`config.mk`:
```
export PLATFORM = sky130hd
export DESIGN_NAME = riscv_soft_fetch_queue_flat
export DESIGN_NICKNAME = d
export VERILOG_FILES = /design/src/rtl/riscv_soft_fetch_queue_if.sv /design/src/rtl/riscv_soft_fetch_queue.sv /design/src/flat_wrapper.sv
export SDC_FILE = /design/constraint.sdc
export NUM_CORES = 1
export LEC_CHECK = 0
export ABC_AREA = 1
export CAP_MARGIN = 0
export CORE_MARGIN = 4
export CORE_UTILIZATION = 58
export CTS_BUF_LIST = sky130_fd_sc_hd__clkbuf_4
export DETAILED_ROUTE_END_ITERATION = 10
export PLACE_DENSITY = 0.8
export RECOVER_POWER = 25
export SLEW_MARGIN = 20
export SYNTH_ARGS = -nofsm -noshare
export SYNTH_HDL_FRONTEND = slang
export SYNTH_SLANG_ARGS = --single-unit
```
`constraint.sdc`:
```
create_clock -name clk -period 5.1 [get_ports clk]
set_input_delay 1.02 -clock clk [delete_from_list [all_inputs] [get_ports clk]]
set_output_delay 1.02 -clock clk [all_outputs]
set_load 0.05 [all_outputs]
```
`src/rtl/riscv_soft_fetch_queue_if.sv`:
```
// Handshake bundle between the riscv_soft fetch queue, the instruction cache and EX.
// The master modport is the fetch queue side; slave is the cache/EX environment.
interface riscv_soft_fetch_queue_if #(
  parameter int XPR_LEN = 32
);
  logic               redirect_valid;
  logic [XPR_LEN-1:0] redirect_pc;
  logic               i_cache_req_ready;
  logic               i_cache_req_valid;
  logic [XPR_LEN-1:0] i_cache_req_addr;
  logic               i_cache_resp_valid;
  logic [31:0]        i_cache_resp_data;
  logic               inst_valid;
  logic [31:0]        inst_data;
  logic [XPR_LEN-1:0] inst_pc;
  logic               inst_ready;

  modport master (
    input  redirect_valid, redirect_pc, i_cache_req_ready,
    input  i_cache_resp_valid, i_cache_resp_data, inst_ready,
    output i_cache_req_valid, i_cache_req_addr, inst_valid, inst_data, inst_pc
  );

  modport slave (
    output redirect_valid, redirect_pc, i_cache_req_ready,
    output i_cache_resp_valid, i_cache_resp_data, inst_ready,
    input  i_cache_req_valid, i_cache_req_addr, inst_valid, inst_data, inst_pc
  );
endinterface

```
`src/rtl/riscv_soft_fetch_queue.sv`:
```
// Sequential instruction fetch front end: credit-limited cache requests, in-order
// responses buffered with their PCs, redirect flush with stale-response dropping.
module riscv_soft_fetch_queue #(
  parameter int                 XPR_LEN     = 32,
  parameter int                 QUEUE_DEPTH = 4,
  parameter logic [XPR_LEN-1:0] RESET_PC    = {XPR_LEN{1'b0}}
) (
  input logic                      clk,
  input logic                      reset,
  riscv_soft_fetch_queue_if.master fq
);
  localparam int                 PW         = $clog2(QUEUE_DEPTH);
  localparam int                 CW         = PW + 1;
  localparam logic [CW:0]        DEPTH_C    = (CW+1)'(QUEUE_DEPTH);
  localparam logic [CW-1:0]      CNT_ZERO   = {CW{1'b0}};
  localparam logic [PW-1:0]      PTR_ZERO   = {PW{1'b0}};
  localparam logic [XPR_LEN-1:0] PC_STEP    = XPR_LEN'(3'd4);
  localparam logic [XPR_LEN-1:0] ALIGN_MASK = ~(XPR_LEN'(2'd3));

  logic [XPR_LEN-1:0] fetch_pc_r;
  logic [XPR_LEN-1:0] resp_pc_r;
  logic [XPR_LEN-1:0] q_pc_r   [QUEUE_DEPTH];
  logic [31:0]        q_data_r [QUEUE_DEPTH];
  logic [PW-1:0]      rd_ptr_r;
  logic [PW-1:0]      wr_ptr_r;
  logic [CW-1:0]      count_r;
  logic [CW-1:0]      out_r;
  logic [CW-1:0]      drop_r;

  logic [CW:0]        credit_sum_s;
  logic               resp_s;
  logic               req_valid_s;
  logic               fire_s;
  logic               push_s;
  logic               inst_valid_s;
  logic               pop_s;

  // Handshake qualifiers; a response with nothing outstanding belongs to a request
  // issued before reset and is ignored.
  always_comb begin
    resp_s       = fq.i_cache_resp_valid && (out_r != CNT_ZERO);
    credit_sum_s = {1'b0, out_r} + {1'b0, count_r};
    req_valid_s  = !fq.redirect_valid && (credit_sum_s < DEPTH_C);
    fire_s       = req_valid_s && fq.i_cache_req_ready;
    push_s       = resp_s && !fq.redirect_valid && (drop_r == CNT_ZERO);
    inst_valid_s = (count_r != CNT_ZERO) && !fq.redirect_valid;
    pop_s        = inst_valid_s && fq.inst_ready;
  end

  assign fq.i_cache_req_valid = req_valid_s;
  assign fq.i_cache_req_addr  = fetch_pc_r;
  assign fq.inst_valid        = inst_valid_s;
  assign fq.inst_data         = q_data_r[rd_ptr_r];
  assign fq.inst_pc           = q_pc_r[rd_ptr_r];

  // Queue storage; entries are meaningful only while counted, so no reset is needed.
  always_ff @(posedge clk) begin
    if (push_s) begin
      q_pc_r[wr_ptr_r]   <= resp_pc_r;
      q_data_r[wr_ptr_r] <= fq.i_cache_resp_data;
    end
  end

  // Fetch/response PCs, pointers and credit counters.
  always_ff @(posedge clk) begin
    if (!reset) begin
      fetch_pc_r <= RESET_PC & ALIGN_MASK;
      resp_pc_r  <= RESET_PC & ALIGN_MASK;
      rd_ptr_r   <= PTR_ZERO;
      wr_ptr_r   <= PTR_ZERO;
      count_r    <= CNT_ZERO;
      out_r      <= CNT_ZERO;
      drop_r     <= CNT_ZERO;
    end else if (fq.redirect_valid) begin
      // Everything still in flight after this cycle is stale and must be dropped.
      fetch_pc_r <= fq.redirect_pc & ALIGN_MASK;
      resp_pc_r  <= fq.redirect_pc & ALIGN_MASK;
      rd_ptr_r   <= PTR_ZERO;
      wr_ptr_r   <= PTR_ZERO;
      count_r    <= CNT_ZERO;
      out_r      <= out_r - CW'(resp_s);
      drop_r     <= out_r - CW'(resp_s);
    end else begin
      if (fire_s) begin
        fetch_pc_r <= fetch_pc_r + PC_STEP;
      end
      out_r <= out_r + CW'(fire_s) - CW'(resp_s);
      if (resp_s && (drop_r != CNT_ZERO)) begin
        drop_r <= drop_r - CW'(1'b1);
      end
      if (push_s) begin
        wr_ptr_r  <= wr_ptr_r + PW'(1'b1);
        resp_pc_r <= resp_pc_r + PC_STEP;
      end
      if (pop_s) begin
        rd_ptr_r <= rd_ptr_r + PW'(1'b1);
      end
      count_r <= count_r + CW'(push_s) - CW'(pop_s);
    end
  end
endmodule

```
`src/flat_wrapper.sv`:
```
// flat-port wrapper written by rule: the top's interface ports become plain ports
module riscv_soft_fetch_queue_flat 
#(
  parameter int                 XPR_LEN     = 32,
  parameter int                 QUEUE_DEPTH = 4,
  parameter logic [XPR_LEN-1:0] RESET_PC    = {XPR_LEN{1'b0}}
)
  (clk, reset, fq_redirect_valid, fq_redirect_pc, fq_i_cache_req_ready, fq_i_cache_resp_valid, fq_i_cache_resp_data, fq_inst_ready, fq_i_cache_req_valid, fq_i_cache_req_addr, fq_inst_valid, fq_inst_data, fq_inst_pc);
  riscv_soft_fetch_queue_if #(.XPR_LEN(XPR_LEN)) fq_i ();
  input logic clk;
  input logic reset;
  input wire logic [$bits(fq_i.redirect_valid)-1:0] fq_redirect_valid;
  input wire logic [$bits(fq_i.redirect_pc)-1:0] fq_redirect_pc;
  input wire logic [$bits(fq_i.i_cache_req_ready)-1:0] fq_i_cache_req_ready;
  input wire logic [$bits(fq_i.i_cache_resp_valid)-1:0] fq_i_cache_resp_valid;
  input wire logic [$bits(fq_i.i_cache_resp_data)-1:0] fq_i_cache_resp_data;
  input wire logic [$bits(fq_i.inst_ready)-1:0] fq_inst_ready;
  output wire logic [$bits(fq_i.i_cache_req_valid)-1:0] fq_i_cache_req_valid;
  output wire logic [$bits(fq_i.i_cache_req_addr)-1:0] fq_i_cache_req_addr;
  output wire logic [$bits(fq_i.inst_valid)-1:0] fq_inst_valid;
  output wire logic [$bits(fq_i.inst_data)-1:0] fq_inst_data;
  output wire logic [$bits(fq_i.inst_pc)-1:0] fq_inst_pc;
  assign fq_i.redirect_valid = fq_redirect_valid;
  assign fq_i.redirect_pc = fq_redirect_pc;
  assign fq_i.i_cache_req_ready = fq_i_cache_req_ready;
  assign fq_i.i_cache_resp_valid = fq_i_cache_resp_valid;
  assign fq_i.i_cache_resp_data = fq_i_cache_resp_data;
  assign fq_i.inst_ready = fq_inst_ready;
  assign fq_i_cache_req_valid = fq_i.i_cache_req_valid;
  assign fq_i_cache_req_addr = fq_i.i_cache_req_addr;
  assign fq_inst_valid = fq_i.inst_valid;
  assign fq_inst_data = fq_i.inst_data;
  assign fq_inst_pc = fq_i.inst_pc;
  riscv_soft_fetch_queue #(.XPR_LEN(XPR_LEN), .QUEUE_DEPTH(QUEUE_DEPTH), .RESET_PC(RESET_PC)) u_core (.clk(clk), .reset(reset), .fq(fq_i));
endmodule
```
==> impl_metrics.toml <==
[status]
status = "complete, no violations"

[power_and_ir_drop]
power_density_nw_per_um2 = 358
power_leakage_nw = 6.30
ir_drop_mv = 0.163
swShare_pct = 28.7
intPower_w = 0.00440
clkPwrFrac_pct = 34.1
power_w = 0.00617
comb_power_share_pct = 16.0
switching_power_w = 0.00177
pwr-share-seq_pct = 49.9

[floorplanning]
die_area_sq_um = 27300
core-area_sq_um = 24300
chipWidth_microns = 165
initial_core_util_pct = 58.9
die_y_microns = 165
ios = 168
num_rows = 57

[detailed_routing]
wl_microns = 34300
route.antenna.remaining_nets = 0
detail_route.wl_per_cell_microns = 17.0
drc_errors = 0
routed_via_density = 5.58
firstDrtPassIters = 6
dr.first_iter.drc_count = 942
vias = 11300

[flow_run]
drv_cap = 0

[synthesis]
synthFlopType = "edfxtp_1"
synth_commonest_cells = "edfxtp_1, nand2_1, nor2_1"
ys_warn_count = 0
synth_top_cells_by_area = "edfxtp_1, dfxtp_1, nand2_1"
synth_mux_area_share_pct = 0
seq_area_frac_synth_pct = 62.5
async_flop_share_pct = 0
synth_top_area_cell = "edfxtp_1"
synthAdderAreaFrac_pct = 1.68
synthDistinctLibCells = 41
yosys.area.top_type_share_pct = 52.0
synth-xor-area-share_pct = 0.918
synth.cell_area_sq_um = 14300
ys_ff_latch = 323
yosysMostFrequentCell = "edfxtp_1"
synth_cells = 1434
avgSynthCellArea_sq_um = 9.98
synth_compound_area_share_pct = 11.7
synth-simple-area-share_pct = 17.5
synth_top_family_by_area = "simple AND/OR/NAND/NOR gates"
synth_edf_count = 248

[final_layout]
nNetsFinal = 1717
drive_gt1_share_pct = 11.5
area_delta_synth_final_pct = 20.4
utilization_pct = 70.9
finalNonFillerCells = 2017
fill_cells = 1777

[critical_path]
crit_path_end_kind = "output pin"
crit_path_start_kind = "flop"
path_class = "flop to output pin"
r2r-end = "u_core.q_data_r[0][26]"
critPathMaxFanout = 62
critical_path.endpoint = "fq_inst_data[3]"
r2r_slack_ps = 2530
ff2ff_path_depth = 9
arrival_ps = 3720
reg2reg_from = "u_core.drop_r[0]"
crit_required_ps = 4080

[clock_tree]
cts_resized = 0
post_cts_buffers = 0
cts.sinks = 323
hold_buffers = 0
insertion_delay_ps = 690
cts_made_buffers = 79
cts-root-buf = "clkbuf_4"
clk_pin_slew_ps = 70
clockBufferDepth = 3
htree_levels = 3
cts_tree = "done"

[placement]
dpl.hpwl_microns = 22100
dp.cells = 1872
place_congestion = 0.921
io_buffers = 161

[timing]
rsz0062_at_grt = "false"
fmax_ghz = 0.211
hold_viol = 0
finalSetupViolCount = 0
fin_crit_sh_pct = 92.8
relSlewSlack_pct = 40.8
finalMaxSlewViolations = 0
fin_tns_setup_ps = 0
clock_skew_ps = 34.0
worst_pin_slew_ps = 887
min_period_ps = 4740

[grt]
track_usage_pct = 24.8
grt_pass1_vias = 10800
grt_pass1_wl_microns = 53400
antenna_found_initial = 3
grt_max_degree = 65
grt_overflow = 0

[hold_path]
hold_start = "u_core.rd_ptr_r[1]"
min_path_type = "flop to flop"
hold_depth = 1
-- kinds of logic (layout without fill, tap and decap cells) --
group                      Yosys count  count (layout)
and+or+nand+nor                    573             573
DFF                                323             323
AOI/OAI and AO/OA                  312             312
buffers and inverters              192             445
adders and majority gates           18              18
xor gates and xnor gates            15              15
other                                1               7
-- placed cells by master (no fill, tap or decap), drive strengths merged --
| master | Yosys | routed |
|---|---|---|
| nand2 | 252 | 252 |
| edfxtp | 248 | 248 |
| nor2 | 228 | 228 |
| o21ai | 170 | 170 |
| clkdlybuf4s50 | 0 | 146 |
| inv | 124 | 126 |
| clkbuf | 38 | 117 |
| nand3 | 76 | 76 |
| dfxtp | 75 | 75 |
| o22ai | 67 | 67 |
| a21oi | 60 | 60 |
| clkinv | 0 | 20 |
| buf | 30 | 18 |
| ha | 16 | 16 |
| dlygate4sd3 | 0 | 15 |
| xor2 | 12 | 12 |
| a31oi | 8 | 8 |
| nand4 | 7 | 7 |
| conb | 1 | 4 |
| diode | 0 | 3 |
| and2 | 3 | 3 |
| nor3 | 3 | 3 |
| xnor2 | 3 | 3 |
| nand3b | 2 | 2 |
| or2 | 2 | 2 |
| o21a | 2 | 2 |
| o211ai | 2 | 2 |
| fa | 2 | 2 |
| clkinvlp | 0 | 2 |
| a22o | 1 | 1 |
| o21bai | 1 | 1 |
| o31ai | 1 | 1 |
| bufinv | 0 | 1 |
-- worst max-delay path: stages, from the launching register on --
cell,delay (ps)
dfxtp_4,730
clkinv_2,720
buf_4,450
o21ai_0,250
o22ai_1,140
clkdlybuf4s50_1,720
-- state kept, by name, summed over array words and instances, names as in the netlist, named ones only --
register / flops
u_core.count_r: 3
u_core.q_data_r: 128
u_core.drop_r: 3
u_core.rd_ptr_r: 2
u_core.out_r: 3
u_core.fq.i_cache_req_addr: 30
u_core.resp_pc_r: 30
u_core.q_pc_r: 120
u_core.wr_ptr_r: 2
-- how the worst min path moves through the flow --
stage / endpoint / slack, ps
2_1_floorplan: flop / 460
3_3_place_gp: flop / 470
3_5_place_dp: flop / 480
4_1_cts: u_core.rd_ptr_r[1] / 500
5_1_grt: u_core.rd_ptr_r[1] / 530
6_report: u_core.rd_ptr_r[1] / 500
-- power by group through the flow --
| stage | Combinational [W] | Sequential [W] | Clock [W] |
|---|---|---|---|
| after floorplan | 0.000614 | 0.00317 | 0 |
| after global placement | 0.000956 | 0.00313 | 0 |
| after detailed placement | 0.000986 | 0.00314 | 0 |
| after CTS | 0.000991 | 0.00308 | 0.00214 |
| after global routing | 0.00107 | 0.00310 | 0.00229 |
| final | 0.000987 | 0.00308 | 0.00210 |
-- stage by stage --
step / instance area [sq um] / setup WS (ps) / hold slack [ps]
floorplan: 14300 / 608 / 457
global placement: 16200 / 1200 / 470
detailed placement: 16200 / 1070 / 483
CTS: 17200 / 320 / 500
global route: 17200 / 103 / 530
finish: 17200 / 365 / 497
-- layout make-up --
class                      count  area, sq um  share of cell area, %
clock buffer                 117          878                   5.10
multi-input combinational    922         4590                   26.7
inverter                     124          467                   2.71
tap                          324          405                   2.35
timing repair buffer         179         1800                   10.4
antenna                        3         7.51                 0.0436
clock inverter                25          130                  0.755
sequential                   323         8950                   52.0
-- routing by layer --
metal | routed length, microns | vias up | global-route usage (%)
met5 | 0 | - | 0
met4 | 725 | 0 | 8.92
met3 | 3020 | 63 | 5.58
met2 | 16800 | 502 | 41.8
met1 | 13700 | 5311 | 31.7
li1 | - | 5374 | -
No activity file was read; power rests on OpenSTA's default activity.
